[config.mk]
export PLATFORM = sky130hd
export DESIGN_NAME = ud_cmd_gen
export DESIGN_NICKNAME = d
export VERILOG_FILES = /design/src/rtl/ud_cmd_gen.sv
export SDC_FILE = /design/constraint.sdc
export NUM_CORES = 1
export LEC_CHECK = 0
export ABC_AREA = 1
export BUFFER_PORTS_ARGS = -buffer_cell sky130_fd_sc_hd__buf_2
export CORE_UTILIZATION = 50
export DETAILED_ROUTE_END_ITERATION = 16
export PLACE_DENSITY = 0.74
export RECOVER_POWER = 100
export SLEW_MARGIN = 20
export SYNTH_ARGS = -nofsm -noshare
export SYNTH_HDL_FRONTEND = slang
export SYNTH_HIERARCHICAL = 1
export SYNTH_SLANG_ARGS = --single-unit
[constraint.sdc]
create_clock -name clk -period 1.28 [get_ports clk]
set_input_delay 0.128 -clock clk [delete_from_list [all_inputs] [get_ports clk]]
set_output_delay 0.128 -clock clk [all_outputs]
set_load 0.01 [all_outputs]
[src/rtl/ud_cmd_gen.sv]
// Up/down counter command generator: synchronises and debounces three raw
// buttons, then issues single-cycle ld/incr/decr pulses with hold-to-repeat
// and optional saturation against the counter readback.

// Per-button synchroniser + debouncer.
module ud_cmd_deb #(
   parameter int DEB_CYC = 4
) (
   input  logic clk,
   input  logic reset_n,
   input  logic raw,
   output logic level
);
   localparam int CW = (DEB_CYC > 2) ? $clog2(DEB_CYC) : 1;

   logic          s1, s2;
   logic [CW-1:0] cnt;

   // Two-flop synchroniser.
   always_ff @(posedge clk or negedge reset_n) begin
      if (!reset_n) begin
         s1 <= 1'b0;
         s2 <= 1'b0;
      end else begin
         s1 <= raw;
         s2 <= s1;
      end
   end

   // Level flips only after DEB_CYC consecutive mismatching samples.
   always_ff @(posedge clk or negedge reset_n) begin
      if (!reset_n) begin
         cnt   <= '0;
         level <= 1'b0;
      end else if (s2 != level) begin
         if (cnt == CW'(DEB_CYC - 1)) begin
            level <= s2;
            cnt   <= '0;
         end else begin
            cnt <= cnt + 1'b1;
         end
      end else begin
         cnt <= '0;
      end
   end
endmodule

module ud_cmd_gen #(
   parameter int SIZE    = 5,
   parameter int DEB_CYC = 4,
   parameter int RPT_DLY = 16,
   parameter int RPT_PER = 4,
   parameter int SAT     = 1
) (
   input  logic            clk,
   input  logic            reset_n,
   input  logic            btn_up,
   input  logic            btn_dn,
   input  logic            btn_ld,
   input  logic [SIZE-1:0] base_in,
   input  logic [SIZE-1:0] cur_count,
   output logic            incr,
   output logic            decr,
   output logic            ld,
   output logic [SIZE-1:0] D
);
   localparam int TMAX = (RPT_DLY > RPT_PER) ? RPT_DLY : RPT_PER;
   localparam int TW   = $clog2(TMAX);

   typedef enum logic [1:0] {IDLE, DELAY, REPEAT} state_t;

   logic [2:0]    raw, deb;
   logic          deb_up, deb_dn, deb_ld;
   logic          ld_prev;
   state_t        state;
   logic          dir;        // 1 = up, 0 = down
   logic [TW-1:0] timer;
   logic [TW-1:0] lim;
   logic          sat_hi, sat_lo, abort;

   assign raw = {btn_ld, btn_dn, btn_up};

   for (genvar g = 0; g < 3; g++) begin : g_deb
      ud_cmd_deb #(.DEB_CYC(DEB_CYC)) u_deb (
         .clk     (clk),
         .reset_n (reset_n),
         .raw     (raw[g]),
         .level   (deb[g])
      );
   end

   assign deb_up = deb[0];
   assign deb_dn = deb[1];
   assign deb_ld = deb[2];

   // Saturation masks use the readback sampled in the pulse-generating cycle.
   assign sat_hi = (SAT != 0) && (cur_count == {SIZE{1'b1}});
   assign sat_lo = (SAT != 0) && (cur_count == '0);
   // Leave the repeat loop when the held button drops or the other one joins.
   assign abort  = dir ? (!deb_up || deb_dn) : (!deb_dn || deb_up);
   assign lim    = (state == DELAY) ? TW'(RPT_DLY - 1) : TW'(RPT_PER - 1);

   // Load edge detection, repeat FSM and registered pulse outputs.
   always_ff @(posedge clk or negedge reset_n) begin
      if (!reset_n) begin
         state   <= IDLE;
         dir     <= 1'b0;
         timer   <= '0;
         ld_prev <= 1'b0;
         incr    <= 1'b0;
         decr    <= 1'b0;
         ld      <= 1'b0;
         D       <= '0;
      end else begin
         incr    <= 1'b0;
         decr    <= 1'b0;
         ld      <= 1'b0;
         ld_prev <= deb_ld;
         if (deb_ld && !ld_prev) begin
            // Load wins over any up/down activity and restarts the FSM.
            ld    <= 1'b1;
            D     <= base_in;
            state <= IDLE;
            timer <= '0;
         end else begin
            case (state)
               IDLE: begin
                  if (deb_up ^ deb_dn) begin
                     dir   <= deb_up;
                     timer <= '0;
                     state <= DELAY;
                     incr  <= deb_up && !sat_hi;
                     decr  <= deb_dn && !sat_lo;
                  end
               end
               DELAY, REPEAT: begin
                  if (abort) begin
                     state <= IDLE;
                  end else if (timer == lim) begin
                     timer <= '0;
                     state <= REPEAT;
                     incr  <= dir && !sat_hi;
                     decr  <= !dir && !sat_lo;
                  end else begin
                     timer <= timer + 1'b1;
                  end
               end
               default: state <= IDLE;
            endcase
         end
      end
   end
endmodule
* Word-level counts from Yosys, hierarchy flattened
Cells that the tools add are included.
** Storage, ports and cells
- Register bits :: 31
- Bits of input ports :: 15
** Operators by class
- Add/subtract/negate cells :: 4
- Eq/ne operators :: 13
- Multiplexer cells :: 29
- Bitwise operators :: 2
- Reductions and logical operators :: 23
** Operator list (number)
- $mux 2 :: 10
- $mux 4 :: 5
- $mux 1 :: 10
- $eq 2x2->1 const B :: 4
- $pmux 4 s2 :: 1
- $reduce_and 2->1 :: 4
- $add 2x1->2 const B :: 3
- $logic_not 1->1 :: 6
- $ne 3x3->1 const B :: 2
- $reduce_and 3->1 :: 2
- $eq 5x5->1 const B :: 1
- $logic_and 1x1->1 :: 5
- $logic_not 5->1 :: 1
- $add 4x1->4 const B :: 1
- $eq 4x4->1 :: 1
- $ne 4x4->1 const B :: 1
- $pmux 1 s2 :: 2
- $pmux 2 s2 :: 1
- $ne 1x1->1 :: 3
- $reduce_bool 3->1 :: 1
- $eq 2x1->1 const B :: 1
- $logic_not 2->1 :: 1
- $logic_or 1x1->1 :: 2
- $reduce_or 2->1 :: 1
- 2 further kinds :: 2

* Depth between registers and ports, before layout
Gate-level depths: netlist of run 1.
- Word-level depth :: 7
- Mapped depth :: 12
- Mapped depth without buffers :: 12

* Cells and area by module
The synthesis of run 1 kept the hierarchy.
** Modules (own cells, without submodules)
- ud_cmd_gen :: instances 1, cells each 118, area an instance 943.4 um2
- ud_cmd_deb :: instances 3, cells each 17, area an instance 182.7 um2

* Worst setup path before layout of run 1
No wires, ideal clock.
- Path type :: register -> register
- Start point :: reg state[0]
- End point :: reg timer[2]
- Setup time :: 0.113 ns
- Arrival time :: 1.296 ns
- Data required time :: 1.167 ns
- Slack :: -0.129 ns
- Stages on the path, launching flop included :: 13
- Buffers on the path :: 0
- Clock period less this slack :: 1.409 ns
- Cell sequence :: dfrtp_1 > inv_1 > ha_1 > inv_2 > nand2_2 > nand2_2 > inv_2 > nand2_2 > nand2_4 > inv_2 > nand2_2 > nand2_1 > inv_1
** Between the ends
- Longest elaborated chain between the ends :: 7
** RTL lines
- from (decl) :: line 75 : state_t state;
- from (signal assigned) :: line 106 : state <= IDLE;
- from (signal assigned) :: line 123 : state <= IDLE;
- from (signal assigned) :: line 131 : state <= DELAY;
- $eq 2x1->1 :: line 101, 126
- $mux 4 :: line 101 : assign lim = (state == DELAY) ? TW'(RPT_DLY - 1) : TW'(RPT_PER - 1);
- $eq 4x4->1 :: line 139 : end else if (timer == lim) begin
- $mux 4 :: line 139
- $mux 4 :: line 137 : if (abort) begin
- $pmux 4 s2 :: line 126 : case (state)
- $mux 4 :: line 119 : if (deb_ld && !ld_prev) begin
- to (signal assigned) :: line 145 : timer <= timer + 1'b1;
- to (decl) :: line 77 : logic [TW-1:0] timer;
Several ways; a longest one is shown, not always the timed one. The select of a mux whose other input is x is not followed.
A chain may end at the register's enable or synchronous reset.

* Worst setup path after layout of run 1
Same ends and word-level chain as after synthesis.

==> summary.md, run 1 <==
| Metric | Value |
|---|---|
| Die X | 56.62 microns |
| Vias/cell | 4.959 |
| Rel. slew slack | 39.93% |
| WP buf/inv | 5 |
| Setup violations, final | 9 |
| Row cnt | 19 |
| Top Family by Delay on Critical Path | flip-flops |
| NumNets Final | 238 |
| Synth top area share | 52.01% |
| Syn Area/Cell | 8.825 sq um |
| Antenna violations before repair | 0 |
| Clock Tree Buf Depth | 2 |
| Clock slew at reported path FFs | 0.10 ns |
| DRC viols | 0 |
| Worst EP arrival | 1.58 ns |
| Final WS setup | -0.07911 ns |
| Worst-path cell chain | inv_2 -> ha_4 -> inv_4 -> nand2_2 -> nand2_2 -> inv_2 -> nand2_2 -> nand2_4 -> inv_2 -> nand2_2 -> nand2_1 -> inv_1 |
| Max-slew violation count | 0 |
| Fin. Hold Viols | 0 |
| Die H | 56.62 microns |
| Post-Place Cells | 229 |
| Synth area leader | dfrtp_1 |
| Failing checks | setup timing |
| WL per Instance | 11.25 microns |
| Hold WC Path Type | input port to flop |
| Top-level I/O count | 23 |
| Post-layout instance count excluding filler cells | 246 |
| Max-cap viol count | 0 |
| LEAKAGE | 0.9876 nW |
| Gpl congestion | 0.8194 |
| Worst Tran Pin Value | 0.9010 ns |
| Gr usage total | 20.00% |
| CP Capture Type | flop |
| First-pass detailed-route iteration total | 4 |
| RSZ-0062 raised after global routing | true |
| CTS root buffer | clkbuf_4 |
| Pwr dens | 2144 nW/um^2 |
| Synth-to-Final Area Change | 24.83% |
| Mapped Nets | 193 |
| Reg2reg setup slack | -0.08 ns |
| Post-DRT Antenna Nets | 0 |
| Crit Path Max Fanout | 6 |
| Cells after synthesis | 169 |
| DRT Wirelength | 2768 microns |
| Layout cells sized above 1 | 29.77% |
| Synthesized flop and latch total | 31 |
| Final Util | 66.94% |
| Global route overflow | 0 |
| HPWL after DPL | 2100 microns |
| Top post-synthesis cells by area | dfrtp_1, nand2_1, ha_1 |
| CTS tree | built |
| Clock skew | 0.009819 ns |
| Setup TNS | -0.3534 ns |
| DR iter-0 viols | 26 |
| Antenna fix cells | 0 |
| I/O Buffers | 22 |
| Fillers | 230 |
| Critical setup path kind | flop to flop |
| Type of origin of the critical path | flop |
| CTS HTree Levels | 2 |
| Die area | 3205 sq um |
| Status | finished with violations |
| Maximum vdd drop | 1.689 mV |
| FMAX | 735.8 MHz |
| Number of global-route vias before repair | 1198 |
| First-pass GRT wire length | 4802 microns |
| Syn. warnings | 6 |
| Worst skew pair latency | 0.33 ns |
| Netlist cell types | 23 |
| Slowest-stage cell, CP | dfrtp_1 |
| Initial Util | 53.62% |
| Min Tclk post-route | 1.359 ns |
| Sequential fraction of the synthesis area | 52.01% |
| Fin crit share | 106.2% |
| Core outline area | 2781 sq um |
| Worst path required time | 1.50 ns |
| Max incr delay on CP | 0.42 ns |
| Largest net degree at the start of global routing | 17 |
| Post-synthesis cell area | 1491 sq um |
| Sink Count | 31 |
| Setup WS pre-CTS | -0.04579 ns |
| Most used cell, CP | nand2_2 |
| TritonCTS Buffers | 5 |
| Vias | 1220 |
-- through the flow --
step           instance area [sq um]  power [W]  hold slack, ns
2_1_floorplan                   1506   0.002828         -0.1676
3_3_place_gp                    1720   0.003282         0.07162
3_5_place_dp                    1720   0.003383         0.08314
4_1_cts                         1868   0.003997        0.002941
5_1_grt                         1862   0.004332         0.04265
6_report                        1862   0.003992        0.007368
-- path summary, 6_finish.rpt --
check	end	start	depth (start not counted)
max in group asynchronous	timer[1]	reset_n	3
min in group asynchronous	state[0]	reset_n	2
hold reg to reg	g_deb[0].u_deb/s2	g_deb[0].u_deb/s1	0
setup / recovery	timer[2]	state[0]	12
hold / removal	D[1]	base_in[1]	3
setup reg to reg	timer[2]	state[0]	12
-- area by class of cell --
| type | count | area [sq um] | share of cell area [%] |
|---|---|---|---|
| Inverter | 25 | 98.84 | 5.309 |
| Clock buffer | 6 | 41.29 | 2.218 |
| Timing Repair Buffer | 38 | 249.0 | 13.37 |
| Sequential cell | 31 | 775.7 | 41.67 |
| Clock inverter | 2 | 12.51 | 0.6720 |
| Multi-Input combinational cell | 113 | 645.6 | 34.68 |
| Tap cell | 31 | 38.79 | 2.083 |
-- worst register-to-register path: cells and delay by family (launching register included) --
family | cells | cell delay, ns
DFF | 1 | 0.42
and+or+nand+nor | 6 | 0.35
adders and majority gates | 1 | 0.22
buffers and inverters | 5 | 0.28
-- metal layers --
metal  share of wire (%)  wire length, microns  GRT usage [%]
met1                  42                  1156          21.44
met2                  54                  1483          36.47
met3                 3.1                    85          6.221
met4                 1.5                    42          7.317
met5                   0                     0              0
-- sequential cells by signal (all words and copies together), names as in the netlist --
| signal | flops |
|---|---|
| D | 5 |
| decr | 1 |
| dir | 1 |
| g_deb.u_deb/cnt | 6 |
| g_deb.u_deb/level | 3 |
| g_deb.u_deb/s1 | 3 |
| g_deb.u_deb/s2 | 3 |
| incr | 1 |
| ld | 1 |
| ld_prev | 1 |
| state | 2 |
| timer | 4 |
-- synth_stat cells (all sizes together) --
cell and instances:
a21oi 2, dfrtp 31, ha 9, inv 25, nand2 59, nand3 11
nand3b 1, nand4 3, nor2 13, nor2b 1, nor3 1, o21ai 9
o22ai 1, or2 3
-- cell families (layout without fill, tap and decap cells) --
group,count (synthesis),in the layout,share of synthesized area (%)
DFF,31,31,52.01
buffers and inverters,25,71,6.460
AOI/OAI and AO/OA,12,12,4.363
adders and majority gates,9,9,7.550
and+or+nand+nor,92,92,29.61
-- power breakdown --
group | total, W | switching [W] | internal, W
clock network | 0.000549 | 0.000337 | 0.000212
logic | 0.00195 | 0.00114 | 0.000808
registers | 0.00149 | 0.000195 | 0.00130
-- timing repair --
item / CTS / global route
hold endpoints to repair: 22 / 0
setup endpoints to repair: 9 / 9
setup buffers: 1 / 0
hold buffers: 8 / 0
pin swaps: 2 / 2
resized for setup: 2 / 3
-- layout by cell type (no fill, tap or decap), types with 2 or more instances in the layout --
master	Yosys	routed
buf_4	0	8
nand4_1	3	3
nand2_1	51	51
nand3_1	7	7
or2_0	3	3
o21ai_1	4	5
clkbuf_4	0	5
o21ai_0	4	3
inv_2	6	8
dlygate4sd3_1	0	8
nand2_2	6	6
inv_1	18	15
nor2_2	1	2
nand3_2	4	3
nor2_1	11	10
inv_4	1	2
dfrtp_1	31	31
buf_2	0	21
nand2_4	2	2
clkbuf_1	0	2
ha_1	9	8
Note: power is estimated with default switching activity, not from simulation.
==> run 2: changes to the inputs <==
CTS_CLUSTER_SIZE = 30   (was unset)
TNS_END_PERCENT = 30   (was unset)
==> run 2 against run 1 <==
  * The flow still finishes with violations (setup timing)
  * Combinational power fell by 3%
  * Clock skew is essentially flat
  * Maximum frequency increased by 0.53%
  * Die area is the same
  * Via count is 1.4% higher
  * Sequential power hardly changed
  * Utilization shrank 0.31 points
  * Critical path type unchanged
  * Largest power group unchanged
  * Highest routed layer unchanged
==> summary.md, run 2 (synthesized netlist as in run 1, its figures left out) <==
| Metric | Value |
|---|---|
| Status | finished with violations |
| Failing checks | setup timing |
| Reg with most FFs | g_deb.u_deb/cnt |
| Gpl congestion | 0.8194 (unchanged) |
| Clk network pwr share | 14.0% (+0.2 points) |
| Clock Tree Buf Depth | 2 (unchanged) |
| Row cnt | 19 (unchanged) |
| FMAX | 739.7 MHz (+0.53%) |
| Largest net degree at the start of global routing | 17 (unchanged) |
| LEAKAGE | 0.9827 nW (-0.50%) |
| HPWL after DPL | 2100 microns (unchanged) |
| Antenna violations before repair | 0 (unchanged) |
| Worst-path cell chain | inv_2 -> ha_4 -> inv_4 -> nand2_2 -> nand2_2 -> inv_2 -> nand2_2 -> nand2_4 -> inv_2 -> nand2_1 -> nand2_1 |
| Die X | 56.62 microns (unchanged) |
| Critical setup path kind | flop to flop |
| Reg area | 775.7 sq um (unchanged) |
| Commonest non-fill, non-tap cell in the layout | nand2_1 |
| Maximum vdd drop | 1.587 mV (-6.0%) |
| Net Sw Frac | 42.18% (+0.25 points) |
| Initial Util | 53.62% (unchanged) |
| DRT Wirelength | 2816 microns (+1.7%) |
| Min Tclk post-route | 1.352 ns (-0.007230 ns) |
| Type of origin of the critical path | flop |
| Sink Count | 31 (unchanged) |
| Max-slew violation count | 0 (unchanged) |
| WL per Instance | 11.45 microns (+1.7%) |
| CTS tree | built |
| Vias/cell | 5.028 (+1.4%) |
| DRC viols | 0 (unchanged) |
| Global route overflow | 0 (unchanged) |
| First-pass detailed-route iteration total | 6 (+2) |
| DR iter-0 viols | 24 (-7.7%) |
| Vias | 1237 (+1.4%) |
| Post-layout instance count excluding filler cells | 246 (unchanged) |
| Layout cells sized above 1 | 29.30% (-0.47 points) |
| Worst path required time | 1.50 ns (about the same) |
| Clock slew at reported path FFs | 0.10 ns (about the same) |
| Max incr delay on CP | 0.41 ns (about the same) |
| Clock skew | 0.009633 ns (-0.0001860 ns) |
| Most frequent cells in the layout | nand2_1, dfrtp_1, buf_2 |
| RSZ-0062 raised after global routing | true |
| Slowest-stage cell, CP | dfrtp_1 |
| CTS HTree Levels | 2 (unchanged) |
| NumNets Final | 238 (unchanged) |
| Int Pwr | 0.002281 W (-1.6%) |
| Core outline area | 2781 sq um (unchanged) |
| CP Capture Type | flop |
| Max-cap viol count | 0 (unchanged) |
| Register share of total power | 37.9% (+0.5 points) |
| Worst Tran Pin Value | 0.9057 ns (+0.004708 ns) |
| I/O Buffers | 22 (unchanged) |
| TritonCTS Buffers | 5 (unchanged) |
| Die area | 3205 sq um (unchanged) |
| Worst skew pair latency | 0.33 ns (about the same) |
| Post-Place Cells | 229 (unchanged) |
| Final WS setup | -0.07188 ns (+0.007230 ns) |
| First-pass GRT wire length | 4788 microns (-0.29%) |
| Fin. Hold Viols | 0 (unchanged) |
| Logic pwr share | 48.1% (-0.7 points) |
| Gr usage total | 19.95% (-0.049 points) |
| Top-level I/O count | 23 (unchanged) |
| Psw | 0.001664 W (-0.62%) |
| Worst EP arrival | 1.57 ns (about the same) |
| CTS root buffer | clkbuf_4 |
| Crit Path Max Fanout | 6 (unchanged) |
| Die H | 56.62 microns (unchanged) |
| Synth-to-Final Area Change | 24.25% |
| Rel. slew slack | 39.62% (-0.31 points) |
| Fin crit share | 105.6% (-0.56 points) |
| Hold WC Path Type | input port to flop |
| Multi-input logic area | 640.6 sq um (-0.78%) |
| Pwr dens | 2129 nW/um^2 (-0.73%) |
| Max reg flops | 6 (unchanged) |
| Number of global-route vias before repair | 1195 (-0.25%) |
| Final hold slack | 0.006736 ns (-0.0006326 ns) |
| Antenna fix cells | 0 (unchanged) |
| Fillers | 237 (+3.0%) |
| Setup violations, final | 6 (-3) |
| Post-DRT Antenna Nets | 0 (unchanged) |
| Biggest regs | g_deb.u_deb/cnt x6, D x5, timer x4 |
run 2: power groups by stage:
stage	clock, W	combinational (W)	sequential (W)
floorplan	0	0.00127	0.00155
global placement	0	0.00178	0.00150
detailed placement	0	0.00187	0.00152
CTS	0.000570	0.00191	0.00150
global route	0.000603	0.00213	0.00154
finish	0.000552	0.00190	0.00150
run 2: worst paths after layout:
check	depth (start not counted)	endpoint	startpoint	slack (ns)
setup / recovery	11	timer[3]	state[0]	-0.07
hold / removal	3	D[1]	base_in[1]	0.007
setup reg to reg	11	timer[3]	state[0]	-0.07
hold reg to reg	0	g_deb[0].u_deb/s2	g_deb[0].u_deb/s1	0.36
max in group asynchronous	3	timer[1]	reset_n	0.10
min in group asynchronous	2	state[0]	reset_n	0.43
run 2: cell type report:
cell class	instances	area share (%)
clock buffers	6	2.228
clock inverters	2	0.6752
inverters	25	5.334
multi-input cells	113	34.57
flip-flops and latches	31	41.86
well taps	31	2.093
repair buffers	38	13.23
run 2: stage by stage:
stage	cell area [sq um]	TNS [ns]	total power, W	utilization (%)	setup WS (ns)
after floorplan	1506	0	0.002828	-	0.002626
after global placement	1720	-0.03972	0.003282	61.85	-0.02785
after detailed placement	1720	-0.2129	0.003383	61.85	-0.04579
after CTS	1861	-0.2986	0.003975	66.89	-0.07481
after global routing	1853	-1.896	0.004275	66.62	-0.1751
final	1853	-0.2082	0.003944	66.62	-0.07188
run 2: worst max-delay path: cells and delay by family (launching register included):
kind          cells  cell delay [ns]
flops             1             0.41
simple gates      6             0.35
buf+inv           4             0.21
fa+ha+maj         1             0.29
run 2: timing repair:
action,4_1_cts,5_1_grt
hold endpoints to repair,22,0
pin swaps,3,0
resized for setup,2,1
hold buffers,8,0
setup endpoints to repair,9,9
setup buffers,0,1
run 2: routing by layer:
metal	vias up	track usage, %	part of all wire (%)
met5	-	0	0
met4	0	7.317	1.6
met3	7	6.221	3.6
met2	32	36.47	53
met1	576	21.29	42
li1	622	-	-
==> run 3: changes to the inputs <==
CORE_UTILIZATION = 55   (was 50)
PLACE_DENSITY = 0.78   (was 0.74)
clock period = 1.35 ns   (was 1.28 ns; I/O delays follow)
==> run 3 against run 2 <==
  * The run now ends clean
  * Utilization up 7.5 points
  * Combinational power is 7% lower
  * Count of clock-buffer cells in the layout did not move
  * Clock power is 37% higher
  * Maximum frequency increased by 0.53%
  * Total power grew 0.52%
  * Final area up 0.88%
  * Global-route usage is 3.8 points higher
  * Highest routed layer unchanged
==> summary.md, run 3 (synthesized netlist as in run 1, its figures left out) <==
| Metric | Value |
|---|---|
| Max-cap viol count | 0 (unchanged) |
| TritonCTS Buffers | 5 (unchanged) |
| Die area | 2924 sq um (-8.8%) |
| Synth-to-Final Area Change | 25.34% |
| DR iter-0 viols | 15 (-38%) |
| Gr usage total | 23.70% (+3.8 points) |
| Pwr dens | 2121 nW/um^2 (-0.36%) |
| NumNets Final | 235 (-1.3%) |
| Setup TNS | 0 ns (+0.2082 ns) |
| Hold WC Path Type | input port to flop |
| Most frequent cells in the layout | nand2_1, dfrtp_1, buf_2 |
| Worst skew pair latency | 0.34 ns (about the same) |
| Rel. slew slack | 44.98% (+5.4 points) |
| Top-level I/O count | 23 (unchanged) |
| Worst path required time | 1.59 ns (+0.09 ns) |
| Commonest non-fill, non-tap cell in the layout | nand2_1 |
| Clock skew | 0.006400 ns (-0.003233 ns) |
| Crit Path Max Fanout | 6 (unchanged) |
| Final Util | 74.11% (+7.5 points) |
| Worst EP arrival | 1.58 ns (about the same) |
| CP Launch Point | state[0] |
| DRT Wirelength | 2953 microns (+4.9%) |
| CTS tree | built |
| Fillers | 174 (-27%) |
| Final hold slack | 0.09338 ns (+0.08665 ns) |
| Fin. Hold Viols | 0 (unchanged) |
| Global route overflow | 0 (unchanged) |
| First-pass detailed-route iteration total | 4 (-2) |
| Die X | 54.08 microns (-4.5%) |
| Vias | 1210 (-2.2%) |
| HPWL after DPL | 2064 microns (-1.7%) |
| Biggest regs | g_deb.u_deb/cnt x6, D x5, timer x4 |
| Fin crit share | 99.61% (-6.0 points) |
| Antenna violations before repair | 0 (unchanged) |
| Final WS setup | 0.005281 ns (+0.07716 ns) |
| First-pass GRT wire length | 4602 microns (-3.9%) |
| Sink Count | 31 (unchanged) |
| Die H | 54.08 microns (-4.5%) |
| Design area | 1869 sq um (+0.88%) |
| Multi-input logic area | 641.9 sq um (+0.20%) |
| Post-DRT Antenna Nets | 0 (unchanged) |
| Clock Tree Buf Depth | 2 (unchanged) |
| I/O Buffers | 22 (unchanged) |
| Critical setup path kind | flop to flop |
| CTS HTree Levels | 2 (unchanged) |
| Reg-to-Reg Start | state[0] |
| Layout cells sized above 1 | 27.83% (-1.5 points) |
| Antenna fix cells | 0 (unchanged) |
| Max reg flops | 6 (unchanged) |
| Worst Tran Pin Value | 0.8253 ns (-0.08047 ns) |
| Min Tclk post-route | 1.345 ns (-0.007159 ns) |
| Reg area | 775.7 sq um (unchanged) |
| Number of global-route vias before repair | 1119 (-6.4%) |
| WL per Instance | 12.20 microns (+6.6%) |
| RSZ-0062 raised after global routing | true |
| Gpl congestion | 0.8703 (+6.2%) |
| DRC viols | 0 (unchanged) |
| Largest net degree at the start of global routing | 17 (unchanged) |
| Reg with most FFs | g_deb.u_deb/cnt |
| Start point of the worst hold path | cur_count[4] |
| Maximum vdd drop | 1.416 mV (-11%) |
| LEAKAGE | 0.9933 nW (+1.1%) |
| Status | finished, final reports clean |
| Core outline area | 2522 sq um (-9.3%) |
| CP Capture Type | flop |
| Setup bufs post-CTS | 0 (unchanged) |
| Row cnt | 18 (-1) |
| Clock slew at reported path FFs | 0.10 ns (about the same) |
| FMAX | 743.7 MHz (+0.53%) |
| Type of origin of the critical path | flop |
| Setup WS pre-CTS | -0.05749 ns (-0.01169 ns) |
| Initial Util | 59.13% (+5.5 points) |
| CTS root buffer | clkbuf_4 |
| Vias/cell | 5.000 (-0.57%) |
| Setup violations, final | 0 (-6) |
| Placed Area | 1694 sq um (-1.5%) |
| Max-slew violation count | 0 (unchanged) |
## run 3: worst paths after layout
kind                                     endpoint  slack, ns  cells after the start
worst max-delay path                     timer[2]      0.005                     12
worst min-delay path                         decr       0.09                      3
worst max register to register           timer[2]      0.005                     12
worst min register to register  g_deb[2].u_deb/s2       0.36                      0
max in group asynchronous                timer[2]       0.15                      3
min in group asynchronous                    D[2]       0.40                      2
## run 3: per-stage QoR
stage,instances,power (W)
detailed placement,225,0.003143
global route,242,0.004254
global placement,225,0.003029
finish,242,0.003965
floorplan,169,0.002665
CTS,241,0.003949
## run 3: final cells by class
class / count / area share, %
well taps: 30 / 2.008
clock buffers: 6 / 2.744
flip-flops and latches: 31 / 41.50
repair buffers: 35 / 12.25
clock inverters: 2 / 1.874
inverters: 25 / 5.288
multi-input cells: 113 / 34.34
## run 3: critical path, stage by stage, from the launching register on
cell	delay (ns)
dfrtp_1	0.42
inv_2	0.07
ha_4	0.21
inv_4	0.08
nand2_2	0.05
nand2_2	0.06
inv_2	0.03
nand2_2	0.07
nand2_4	0.07
inv_2	0.07
nand2_2	0.04
nand2_1	0.05
inv_1	0.03
## run 3: report_power, final
part / switching [W] / leakage (nW) / internal, W
combinational: 0.00107 / 0.552 / 0.000707
sequential: 0.000204 / 0.393 / 0.00123
clock: 0.000320 / 0.0482 / 0.000437
## run 3: timing repair
item,in CTS,in global routing
endpoints found under the setup margin,5,8
pin swaps,4,0
endpoints found under the hold margin,22,1
resized for setup,3,2
hold buffers,8,1
## run 3: layer usage
| layer | GRT usage, % | share of wire [%] | wire [microns] | up-vias |
|---|---|---|---|---|
| met4 | 11.54 | 2.0 | 58 | 0 |
| li1 | - | - | - | 614 |
| met2 | 40.53 | 52 | 1540 | 31 |
| met3 | 9.040 | 5.4 | 158 | 6 |
| met1 | 25.49 | 41 | 1196 | 559 |
| met5 | 0 | 0 | 0 | - |
